**src/rtl/ti_sequencer.sv**
```systemverilog
// Task-interruption sequencer: freezes the accelerator, grants a save/restore
// interruption (host-requested or breakpoint-triggered) and resumes the task.
module ti_sequencer #(
  parameter int DRAIN_CYCLES = 4,
  parameter int XFER_TIMEOUT = 1024
) (
  input  logic        sys_clk,
  input  logic        sys_resetn,
  input  logic        ti_req,
  input  logic        ti_dir,
  input  logic        pr_done,
  input  logic        ap_start,
  input  logic        ap_done,
  input  logic [31:0] breakpoint,
  output logic        clk_en,
  output logic        ti_gnt,
  output logic        save,
  output logic        restore,
  output logic [31:0] run_cycles,
  output logic        bp_hit,
  output logic        ti_timeout,
  output logic [2:0]  state
);

  // Host handshake: ti_req is a level held until ti_gnt is seen; dropping it
  // before XFER aborts the interruption, dropping it in RESUME ends it.
  // ti_req is ignored during XFER. Breakpoint interruptions resume on their own.

  typedef enum logic [2:0] {
    S_IDLE   = 3'd0,
    S_DRAIN  = 3'd1,
    S_GRANT  = 3'd2,
    S_XFER   = 3'd3,
    S_RESUME = 3'd4
  } state_t;

  localparam logic [7:0]  DRAIN_LAST = 8'(DRAIN_CYCLES - 1);
  localparam logic [15:0] XFER_LAST  = 16'(XFER_TIMEOUT - 1);
  localparam logic [31:0] BP_OFF     = 32'hFFFF_FFFF;

  state_t      cur, nxt;
  logic        dir_q, dir_d;
  logic        src_bp_q, src_bp_d;
  logic [7:0]  drain_cnt;
  logic [15:0] xfer_cnt;
  logic        running;
  logic        bp_armed;
  logic        ap_start_q;
  logic        start_rise;
  logic        bp_trig;
  logic        xfer_expire;

  assign start_rise  = ap_start && !ap_start_q;
  assign bp_trig     = (cur == S_IDLE) && running && bp_armed &&
                       (breakpoint != BP_OFF) && (run_cycles == breakpoint);
  assign xfer_expire = (cur == S_XFER) && !pr_done && (xfer_cnt == XFER_LAST);
  assign state       = cur;

  always_comb begin
    nxt      = cur;
    dir_d    = dir_q;
    src_bp_d = src_bp_q;
    case (cur)
      S_IDLE: begin
        if (ti_req) begin
          dir_d    = ti_dir;
          src_bp_d = 1'b0;
          nxt      = S_DRAIN;
        end else if (bp_trig) begin
          dir_d    = 1'b0;
          src_bp_d = 1'b1;
          nxt      = S_DRAIN;
        end
      end
      S_DRAIN: begin
        if (!src_bp_q && !ti_req)        nxt = S_IDLE;
        else if (drain_cnt == DRAIN_LAST) nxt = S_GRANT;
      end
      S_GRANT: begin
        if (!src_bp_q && !ti_req) nxt = S_IDLE;
        else                      nxt = S_XFER;
      end
      S_XFER: begin
        if (pr_done || xfer_expire) nxt = S_RESUME;
      end
      S_RESUME: begin
        if (src_bp_q || !ti_req) nxt = S_IDLE;
      end
      default: nxt = S_IDLE;
    endcase
  end

  // Outputs are registered from the next state so they change on the same
  // edge as the FSM and never glitch.
  always_ff @(posedge sys_clk or negedge sys_resetn) begin
    if (!sys_resetn) begin
      cur        <= S_IDLE;
      dir_q      <= 1'b0;
      src_bp_q   <= 1'b0;
      drain_cnt  <= '0;
      xfer_cnt   <= '0;
      clk_en     <= 1'b1;
      ti_gnt     <= 1'b0;
      save       <= 1'b0;
      restore    <= 1'b0;
      ti_timeout <= 1'b0;
    end else begin
      cur        <= nxt;
      dir_q      <= dir_d;
      src_bp_q   <= src_bp_d;
      drain_cnt  <= (cur == S_DRAIN) ? drain_cnt + 8'd1 : '0;
      xfer_cnt   <= (cur == S_XFER) ? xfer_cnt + 16'd1 : '0;
      clk_en     <= (nxt == S_IDLE);
      ti_gnt     <= (nxt == S_GRANT) || (nxt == S_XFER) || (nxt == S_RESUME);
      save       <= (nxt == S_XFER) && !dir_d;
      restore    <= (nxt == S_XFER) && dir_d;
      if (xfer_expire) ti_timeout <= 1'b1;
    end
  end

  // Run tracking; a new run's start takes priority over done and breakpoint.
  always_ff @(posedge sys_clk or negedge sys_resetn) begin
    if (!sys_resetn) begin
      ap_start_q <= 1'b0;
      running    <= 1'b0;
      bp_armed   <= 1'b0;
      bp_hit     <= 1'b0;
      run_cycles <= '0;
    end else begin
      ap_start_q <= ap_start;
      if (start_rise) begin
        run_cycles <= '0;
        running    <= 1'b1;
        bp_armed   <= 1'b1;
        bp_hit     <= 1'b0;
      end else begin
        if (ap_done) running <= 1'b0;
        if (running && clk_en && (run_cycles != BP_OFF))
          run_cycles <= run_cycles + 32'd1;
        if (bp_trig) begin
          bp_armed <= 1'b0;
          bp_hit   <= 1'b1;
        end
      end
    end
  end

endmodule

```
**config.mk**
```make
export PLATFORM = sky130hd
export DESIGN_NAME = ti_sequencer
export DESIGN_NICKNAME = d
export VERILOG_FILES = /design/src/rtl/ti_sequencer.sv
export SDC_FILE = /design/constraint.sdc
export NUM_CORES = 1
export LEC_CHECK = 0
export ABC_CLOCK_PERIOD_IN_PS = 3600
export CELL_PAD_IN_SITES_DETAIL_PLACEMENT = 2
export CELL_PAD_IN_SITES_GLOBAL_PLACEMENT = 2
export CORE_MARGIN = 2
export CORE_UTILIZATION = 34
export DETAILED_ROUTE_END_ITERATION = 10
export PLACE_DENSITY = 0.93
export SLEW_MARGIN = 10
export SYNTH_ARGS = -nofsm -noshare
export SYNTH_HDL_FRONTEND = slang
export SYNTH_SLANG_ARGS = --single-unit
```
**constraint.sdc**
```tcl
create_clock -name sys_clk -period 3.6 [get_ports sys_clk]
set_input_delay 0.54 -clock sys_clk [delete_from_list [all_inputs] [get_ports sys_clk]]
set_output_delay 0.54 -clock sys_clk [all_outputs]
set_load 0.05 [all_outputs]
```
# == After elaboration in Yosys (flattened, before gate mapping) ==
# Cells that the tools add are included.
# totals
register_bits,70
output_inout_bits,41
mem_bits_rw,0
memories,0
in_bits,39
wordCells,80
rom_bits,0
latchBits,0
# classes
n_addsub,3
n_bitwise,0
div_mod_pow,0
n_shift,0
n_eq_ne,12
n_reduce_logical,28
order_cmp,0
n_mul,0
mux,22
# op_table
operator,n
$mux 32,2
$ne 32x32->1 const B,2
$add 32x1->32 const B,1
$eq 32x32->1,1
$mux 3,6
$add 16x1->16 const B,1
$eq 16x10->1 const B,1
$mux 16,1
$pmux 3 s5,1
$eq 3x2->1 const B,4
$logic_and 1x1->1,12
$mux 1,10
$add 8x1->8 const B,1
$eq 8x2->1 const B,1
$mux 8,1
$reduce_bool 2->1,4
$eq 3x3->1 const B,2
$logic_not 3->1,2
$logic_not 1->1,5
$logic_or 1x1->1,4
$eq 3x1->1 const B,1
$mux 2,1
$reduce_and 2->1,1

# == Depth between registers and ports, before layout ==
# Gate-level depths: netlist of run 1.
# logic_depth
word_depth,11
ltp_mapped,8
mapped_depth_nobuf,6

# == Least setup slack after synthesis of run 1 ==
# OpenSTA, ideal clock, no wires.
# synth_path
path_kind,register to register
start,register run_cycles[3]
end,register run_cycles[24]
path_stages_with_launch,7
synth_period_minus_slack_ns,2.522
setup_time_ns,0.077
path_buffers,1
path_slack_ns,1.078
arrival_time_ns,2.445
required_ns,3.523
cell_sequence,dfrtp_1 buf_2 nand4_4 or4_4 a211o_1 or4_1 a21oi_1
# synth_between
elab_chain_len,3
elab_cells_between_ends,6
classes_between,add/sub (1); eq/ne (1); mux (2); reduce/logical (2)
# synth_rtl
item,line_no,text
start: declaration,19,"output logic [31:0] run_cycles,"
start signal: assignment,139,run_cycles <= run_cycles + 32'd1;
$add 32x1->32 / $ne 32x32->1 (equally long branches),"139, 138",
$mux 32 / $logic_and 1x1->1 (equally long branches),138,if (running && clk_en && (run_cycles != BP_OFF))
$mux 32 / $reduce_bool 2->1 (equally long branches),--,
# Parallel ways exist; a longest one is shown, timed or not. The select of a mux whose other input is x is not followed.
# A chain may end at the register's enable or synchronous reset.

# == Final worst setup path of run 1 ==
# layout_path
start,register run_cycles[14]
end,register run_cycles[9]
# layout_between
elab_chain_len,3
# layout_rtl
item,line_no
$ne 32x32->1,138
$logic_and 1x1->1,138
$reduce_bool 2->1 (no line),--
# No other way between the ends.

==> results of run 1 <==
## cell families (layout without fill, tap and decap cells)
kind of cell / after synthesis / count (layout) / synth area share
and+or+nand+nor: 190 / 190 / 0.266
adders and majority gates: 3 / 3 / 0.00957
DFF: 70 / 70 / 0.447
xor gates and xnor gates: 55 / 55 / 0.123
AOI/OAI and AO/OA: 80 / 80 / 0.122
buffers and inverters: 31 / 113 / 0.0319
## cells in the final DEF, fill, tap and decap left out, types with 2 or more instances in the layout
cell type	instances
a31o_2	2
and4_1	4
or3_1	14
clkbuf_16	9
or4_2	2
a21o_1	2
or4_1	12
buf_4	6
dfrtp_1	69
xnor2_1	42
and2_1	3
a21oi_1	35
o2111ai_1	2
ha_1	3
nand4_1	31
nor3_1	5
and3_1	9
o21ai_0	17
nor4b_1	2
nor4_1	7
nand3_1	26
clkdlybuf4s50_1	78
o31ai_1	13
nor2_1	44
bufinv_16	2
a211oi_1	2
nand2_1	24
xor2_1	13
inv_1	13
## state kept, by name, summed over array words and instances (netlist names), 3 cells and up
| register | flops |
|---|---|
| drain_cnt | 8 |
| xfer_cnt | 16 |
| run_cycles | 32 |
| state | 3 |
## synth_stat cells, drive strengths merged (5+ instances only)
cell     n
nor3     5
nand3   26
dfrtp   69
nor2    44
o31ai   13
buf      6
clkbuf  12
xor2    13
nor4     8
or4     15
nand4   32
inv     13
and3     9
a21oi   35
xnor2   42
and4     5
o21ai   17
nand2   24
or3     14
## power by group
group / internal, µW / switching, µW
Clock: 627 / 354
Sequential: 831 / 65.6
Combinational: 148 / 255
Total: 1610 / 674
## path summary, 6_finish.rpt
check	endpoint	slack, ps	cells after the start
max	run_cycles[9]$_DFFE_PN0P_	880	7
min	drain_cnt[3]$_DFF_PN0_	250	1
max reg2reg	run_cycles[9]$_DFFE_PN0P_	880	7
min reg2reg	save$_DFF_PN0_	450	1
max in group asynchronous	run_cycles[13]$_DFFE_PN0P_	2590	2
min in group sys_clk	save$_DFF_PN0_	450	1
## routing by layer
metal | share of wire | wire, µm | vias to the layer above | global-route usage
li1 | - | - | 1721 | -
met1 | 0.40 | 5990 | 1915 | 0.290
met2 | 0.54 | 8120 | 100 | 0.467
met3 | 0.037 | 561 | 31 | 0.0457
met4 | 0.031 | 473 | 0 | 0.102
met5 | 0 | 0 | - | 0
## critical path: stages, from the launching register on
cell and delay, ps:
dfrtp_1 540, nand4_1 290, nor4_2 340, buf_4 210, and3_1 470, buf_4 320
o311ai_0 220, o41ai_1 170
## layout make-up
type | count | area (µm²)
clock buffer | 11 | 243
clock inverter | 5 | 81.3
fill | 1224 | 6140
inverter | 13 | 48.8
multi-input combinational | 328 | 2050
sequential | 70 | 1750
tap | 143 | 179
timing repair buffer | 84 | 826
## per-stage QoR
stage               hold slack [ps]  area (µm²)
global placement                420        4850
detailed placement              431        4850
CTS                             462        5170
global route                    308        5180
finish                          248        5180
floorplan                       244        3920
==> impl_metrics.yaml, run 1 <==
setup_path:
  crit_start: "run_cycles[14]$_DFFE_PN0P_"
  worst_setup_path_start_kind: "flip-flop"
  worstPathMaxFanout: 17
  setup.worst_path.end_class: "flip-flop"
  r2r_start: "run_cycles[14]$_DFFE_PN0P_"
  cp.arrival_ps: 2920
  crit_required_ps: 3800
  path_class: "reg2reg"
power_and_ir_drop:
  p_total_uw: 2280
  p_per_area_nw_per_um2: 440
  p_leak_uw: 0.00193
  vdd_drop_max_mv: 0.305
die:
  die_area_um2: 12400
  start_util: 0.346
  ios: 80
  chipWidth_um: 111
  core_um2: 11300
  dieHeight_um: 111
  rows: 39
timing:
  worst_slew_pin_slew_ps: 968
  period_needed_ps: 2720
  rsz0062_at_grt: "no"
  report.final.hold_viol_count: 0
  slew_headroom: 0.348
  drv_slew: 0
  setup_ws_ps: 883
  setup_tns_ps: 0
  setup_viol: 0
  maxClockFrequency_mhz: 368
  skew_ps: 4.18
  fin_crit_sh: 0.755
synthesis:
  synth_nets: 471
  synth_cells: 429
  seq_area_frac_synth: 0.447
  netlist_area_um2: 3920
  synth_top_area_frac: 0.440
  yosysWarnings: 0
  synth_flop_cell: "dfrtp_1"
  ys_ff_latch: 70
  synth_area_per_cell_um2: 9.14
  async_flop_share: 1.00
  synth_edf_count: 0
  synth.distinct_cells: 44
  netlist_top_cells_area: "dfrtp_1, xnor2_1, nand4_1"
  yosysTopAreaCell: "dfrtp_1"
job:
  cap_violations: 0
route:
  drc: 0
  wl_per_cell_um: 23.2
  viasPerCell: 5.76
  drtIter0Drc: 175
  dr.pass1.iters: 4
  wirelength_mm: 15.1
  vias: 3767
  ant_nets: 0
clocking:
  cts-resized-gates: 0
  cts_tree: "built"
  cts.htree.levels: 3
  clkLatencyLatePin_ps: 340
  cts_sinks: 70
  root_buffer: "clkbuf_16"
  cts_buffer_depth: 2
  cts_inserted_buffers: 9
  cts_setup_buffers: 0
  hold_buffers: 0
  clk_pin_slew_worst_paths_ps: 60
placement:
  pre_cts_ws_ps: 983
  routabilityCongestion: 0.939
  port_buffers: 79
  dp_cells: 638
  hpwl_mm: 11.0
layout:
  fin_cells: 654
  syn_to_final_growth_pct: 32.0
  utilization: 0.457
  fin_nets: 548
  n_antenna_cell: 0
  drive_above_1_share: 0.0626
grt:
  overflow: 0
  grt.total_usage: 0.254
  grt_first_pass_wirelength_mm: 24.5
  grt_start_max_net_pins: 53
  grt_antenna_before_repair: 0
  grt_pass1_vias: 4303
min_path:
  hp-class: "in2async"
run_status:
  run_status: "completed"
Power figures use the tool's default switching activity.
==> run 2, diff against run 1 <==
--- a/config.mk
+++ b/config.mk
@@ -5,13 +5,13 @@
 export SDC_FILE = /design/constraint.sdc
 export NUM_CORES = 1
 export LEC_CHECK = 0
-export ABC_CLOCK_PERIOD_IN_PS = 3600
+export ABC_CLOCK_PERIOD_IN_PS = 2250
 export CELL_PAD_IN_SITES_DETAIL_PLACEMENT = 2
 export CELL_PAD_IN_SITES_GLOBAL_PLACEMENT = 2
 export CORE_MARGIN = 2
-export CORE_UTILIZATION = 34
+export CORE_UTILIZATION = 28
 export DETAILED_ROUTE_END_ITERATION = 10
-export PLACE_DENSITY = 0.93
+export PLACE_DENSITY = 0.83
 export SLEW_MARGIN = 10
 export SYNTH_ARGS = -nofsm -noshare
 export SYNTH_HDL_FRONTEND = slang
==> constraint.sdc (replaced) <==
create_clock -name sys_clk -period 2.25 [get_ports sys_clk]
set_input_delay 0.3375 -clock sys_clk [delete_from_list [all_inputs] [get_ports sys_clk]]
set_output_delay 0.3375 -clock sys_clk [all_outputs]
set_load 0.05 [all_outputs]
==> run 2 against run 1 <==
  * Combinational power is 79% higher
  * Die area is 21% higher
  * Sequential share of layout area fell by 1.6 points
  * Critical endpoint is now run_cycles[21]$_DFFE_PN0P_
==> impl_metrics.yaml, run 2 (synthesis gave the netlist of run 1 again) <==
timing:
  maxClockFrequency_mhz: 455
  fin_crit_sh: 0.977
  hold_ws_ps: 23.3
  report.final.hold_viol_count: 0
  skew_ps: 7.76
  setup_tns_ps: 0
  worst_slew_pin_slew_ps: 590
  setup_ws_ps: 50.8
  slew_headroom: 0.605
  period_needed_ps: 2200
  drv_slew: 0
  setup_viol: 0
setup_path:
  r2r_start: "run_cycles[12]$_DFFE_PN0P_"
  crit_chain: "nand4_1, nor4_4, and3_1, buf_4, o31ai_1, a21oi_2"
  setup.worst_path.end_class: "flip-flop"
  worstPathMaxFanout: 17
  r2r_end: "run_cycles[21]$_DFFE_PN0P_"
  worst_setup_path_start_kind: "flip-flop"
  cp.arrival_ps: 2460
  r2r_cells: 6
  crit_required_ps: 2520
  crit_path_max_incr_delay_ps: 500
  cp_slowest_cell: "dfrtp_1"
  rrSetupSlack_ps: 50
  path_class: "reg2reg"
min_path:
  hp-class: "in2async"
route:
  wirelength_mm: 15.0
  viasPerCell: 5.38
  wl_per_cell_um: 20.9
  ant_nets: 0
  dr.pass1.iters: 4
  vias: 3871
  drtIter0Drc: 225
  drc: 0
power_and_ir_drop:
  switchingPower_uw: 1120
  vdd_drop_max_mv: 0.400
  p_leak_uw: 0.00207
  combPwrFrac: 0.200
  p_total_uw: 3620
  p_per_area_nw_per_um2: 657
  p_int_uw: 2490
  switching_share: 0.310
  p_clk_frac: 0.411
  p_seq_frac: 0.390
layout:
  drive_above_1_share: 0.160
  n_antenna_cell: 0
  final_common_cell: "clkdlybuf4s50_1"
  fin_nets: 576
  top_regs: "run_cycles x32, xfer_cnt x16, drain_cnt x8"
  utilization: 0.400
  multiInputGateArea_um2: 2090
  largest-register: "run_cycles"
  syn_to_final_growth_pct: 40.4
  final_cell_mix: "clkdlybuf4s50_1, dfrtp_1, nor2_1"
  largest_reg_flops: 32
  seqCellArea_um2: 1770
  fillers: 1528
clocking:
  cts_inserted_buffers: 9
  clkLatencyLatePin_ps: 340
  root_buffer: "clkbuf_16"
  cts_tree: "built"
  cts_sinks: 70
  cts_buffer_depth: 2
  cts.htree.levels: 3
  clk_pin_slew_worst_paths_ps: 60
die:
  ios: 80
  dieHeight_um: 122
  chipWidth_um: 122
  start_util: 0.285
  core_um2: 13800
  rows: 43
  die_area_um2: 15000
grt:
  grt_first_pass_wirelength_mm: 24.0
  grt_antenna_before_repair: 0
  grt_pass1_vias: 4253
  overflow: 0
  grt_start_max_net_pins: 71
  grt.total_usage: 0.211
placement:
  hpwl_mm: 11.2
  pre_cts_ws_ps: -65.0
  port_buffers: 79
  routabilityCongestion: 0.917
job:
  cap_violations: 0
run_status:
  run_status: "completed"
==> run 2: stage by stage <==
stage / instance area [µm²] / cells
2_1_floorplan: 3970 / 429
4_1_cts: 5460 / 718
3_3_place_gp: 5150 / 702
6_report: 5510 / 719
3_5_place_dp: 5150 / 702
5_1_grt: 5510 / 719
==> run 2: worst max-delay path by stage <==
stage                                          start                    endpoint  slack, ps  cells after the start
final                     run_cycles[12]$_DFFE_PN0P_  run_cycles[21]$_DFFE_PN0P_         50                      6
after global routing      run_cycles[12]$_DFFE_PN0P_   run_cycles[9]$_DFFE_PN0P_        -70                      6
after CTS                  run_cycles[6]$_DFFE_PN0P_  run_cycles[21]$_DFFE_PN0P_         30                      7
after detailed placement               breakpoint[2]             dir_q$_DFF_PN0_        -60                      6
after global placement                 breakpoint[2]             dir_q$_DFF_PN0_        -60                      6
after floorplan            run_cycles[9]$_DFFE_PN0P_  run_cycles[24]$_DFFE_PN0P_        -20                      6
==> run 2: power by group through the flow <==
stage / Clock [µW] / Combinational (µW) / Sequential (µW)
6_report: 1490 / 722 / 1410
4_1_cts: 1520 / 726 / 1410
3_3_place_gp: 0 / 693 / 1420
3_5_place_dp: 0 / 719 / 1430
5_1_grt: 1570 / 776 / 1420
2_1_floorplan: 0 / 250 / 1550
==> run 2: layer usage <==
layer | part of all wire | track usage | routed length [µm]
met5 | 0 | 0 | 0
met4 | 0.023 | 0.0654 | 339
met3 | 0.037 | 0.0432 | 563
met2 | 0.51 | 0.369 | 7670
met1 | 0.43 | 0.261 | 6460
==> run 2: cell type report <==
cell class,count,area share
multi-input cells,328,0.380
flip-flops and latches,70,0.322
repair buffers,112,0.192
clock buffers,10,0.0434
well taps,180,0.0409
clock inverters,6,0.0125
inverters,13,0.00886
==> run 2: worst max-delay path, delay by kind of cell, from the launching register on <==
kind	cells	cell delay [ps]
and+or+nand+nor	3	1080
DFF	1	500
AOI/OAI and AO/OA	2	290
buffers and inverters	1	250
==> run 2: timing repair <==
item,CTS,global route
hold buffers,0,0
gates resized for setup,0,8
setup buffers,0,1
setup endpoints to repair,0,7
==> run 3, diff against run 2 <==
--- a/config.mk
+++ b/config.mk
@@ -8,6 +8,7 @@
 export ABC_CLOCK_PERIOD_IN_PS = 2250
 export CELL_PAD_IN_SITES_DETAIL_PLACEMENT = 2
 export CELL_PAD_IN_SITES_GLOBAL_PLACEMENT = 2
+export CORE_ASPECT_RATIO = 0.7
 export CORE_MARGIN = 2
 export CORE_UTILIZATION = 28
 export DETAILED_ROUTE_END_ITERATION = 10
==> run 3 against run 2 <==
  * The run now ends with negative setup slack left
  * First-iteration DRC count is 32% lower
  * Sequential power hardly changed
  * Critical path depth is 2 higher
  * Global-route usage is 0.28 points higher
  * Sequential share of layout area is 0.71 points lower
  * Clock-buffer cell count is 3 higher
  * Non-clock buffer count is 12 higher
  * Combinational power is 2% lower
  * Maximum frequency is 2.8% lower
  * Clock power hardly changed
  * Sequential cell count stayed put
==> impl_metrics.yaml, run 3 (synthesis gave the netlist of run 1 again) <==
run_status:
  run_status: "finished, violations left"
  violations: "negative setup slack"
grt:
  grt.total_usage: 0.214
  grt_antenna_before_repair: 1
  overflow: 0
  grt_first_pass_wirelength_mm: 24.9
  grt_pass1_vias: 4391
  grt_start_max_net_pins: 52
power_and_ir_drop:
  p_int_uw: 2550
  combPwrFrac: 0.197
  switchingPower_uw: 1050
  p_clk_frac: 0.412
  p_per_area_nw_per_um2: 639
  vdd_drop_max_mv: 0.382
  switching_share: 0.292
  p_seq_frac: 0.391
  p_leak_uw: 0.00215
die:
  core_um2: 13800
  chipWidth_um: 145
  rows: 36
  ios: 80
  dieHeight_um: 103
  die_area_um2: 15000
  start_util: 0.285
timing:
  fin_crit_sh: 1.01
  period_needed_ps: 2260
  worst_slew_pin_slew_ps: 550
  report.final.hold_viol_count: 0
  skew_ps: 8.70
  maxClockFrequency_mhz: 442
  slew_headroom: 0.632
  drv_slew: 0
  hold_ws_ps: 473
  setup_ws_ps: -13.4
  setup_viol: 2
min_path:
  hp-class: "reg2reg"
setup_path:
  crit_chain: "nand4_1, buf_4, nor4_4, buf_4, and3_1, buf_12, or4_2, a21oi_1"
  crit_path_frequent_cell: "buf_4"
  path_class: "reg2reg"
  worst_setup_path_start_kind: "flip-flop"
  cp.arrival_ps: 2520
  cp_slowest_cell: "or4_2"
  setup.worst_path.end_class: "flip-flop"
  crit_required_ps: 2500
  crit_path_max_incr_delay_ps: 550
  worstPathMaxFanout: 30
clocking:
  clk_pin_slew_worst_paths_ps: 60
  root_buffer: "clkbuf_16"
  cts.htree.levels: 3
  clkLatencyLatePin_ps: 340
  cts_tree: "built"
  cts_inserted_buffers: 9
  cts_sinks: 70
  cts_buffer_depth: 2
layout:
  final_cell_mix: "clkdlybuf4s50_1, dfrtp_1, nor2_1"
  largest-register: "run_cycles"
  final_common_cell: "clkdlybuf4s50_1"
  largest_reg_flops: 32
  fin_nets: 588
  top_regs: "run_cycles x32, xfer_cnt x16, drain_cnt x8"
  drive_above_1_share: 0.174
  utilization: 0.409
  syn_to_final_growth_pct: 43.6
job:
  cap_violations: 0
route:
  vias: 3991
  wirelength_mm: 15.6
  wl_per_cell_um: 21.0
  ant_nets: 0
  drtIter0Drc: 154
  dr.pass1.iters: 4
  drc: 0
  viasPerCell: 5.38
placement:
  port_buffers: 79
  routabilityCongestion: 0.861
  hpwl_mm: 11.5
[run 3: worst paths after layout]
path / start / endpoint / slack (ps) / depth (start not counted)
max in group asynchronous: sys_resetn / clk_en$_DFF_PN1_ / 1040 / 3
max: run_cycles[11]$_DFFE_PN0P_ / run_cycles[7]$_DFFE_PN0P_ / -10 / 8
min: ti_timeout$_DFFE_PN0P_ / ti_timeout$_DFFE_PN0P_ / 470 / 1
max reg2reg: run_cycles[11]$_DFFE_PN0P_ / run_cycles[7]$_DFFE_PN0P_ / -10 / 8
min in group asynchronous: sys_resetn / xfer_cnt[14]$_DFF_PN0_ / 510 / 2
min reg2reg: ti_timeout$_DFFE_PN0P_ / ti_timeout$_DFFE_PN0P_ / 470 / 1
[run 3: stage by stage]
stage	TNS, ps	std cells	instance area (µm²)	setup slack, ps	power (µW)
2_1_floorplan	-15.8	429	3970	-15.8	1800
3_5_place_dp	-309	719	5220	-77.6	2130
4_1_cts	-21.4	736	5550	-18.9	3650
6_report	-16.1	742	5630	-13.4	3600
3_3_place_gp	-105	719	5220	-55.4	2110
5_1_grt	-411	741	5630	-69.5	3760
[run 3: area by class of cell]
cell class                      instances  area [µm²]
Fill cell                            1505        8150
Multi-Input combinational cell        328        2100
Sequential cell                        70        1770
Timing Repair Buffer                  124        1150
Clock buffer                           13         270
Tap cell                              190         238
Inverter                               13        48.8
Clock inverter                          3        42.5
Antenna cell                            1        2.50
[run 3: timing repair]
item,4_1_cts,5_1_grt
resized for setup,1,9
hold buffers,1,0
pin swaps,1,3
endpoints found under the hold margin,19,0
setup buffers,0,5
setup endpoints to repair,4,29
[run 3: critical path, delay by kind of cell (launching register included)]
kind,cells,cell delay [ps]
AOI/OAI and AO/OA,1,160
buffers and inverters,3,540
DFF,1,490
and+or+nand+nor,4,970
[run 3: power groups by stage]
stage / Sequential, µW / Clock [µW] / Combinational, µW
detailed placement: 1430 / 0 / 703
global placement: 1420 / 0 / 683
floorplan: 1550 / 0 / 250
global route: 1420 / 1570 / 772
finish: 1410 / 1480 / 708
CTS: 1410 / 1530 / 710
[run 3: metal layers]
metal,global-route usage,share of wire,vias to the layer above
met5,0,0,-
met4,0.0618,0.020,0
met3,0.0451,0.063,26
met2,0.366,0.48,106
met1,0.279,0.44,2045
li1,-,-,1814
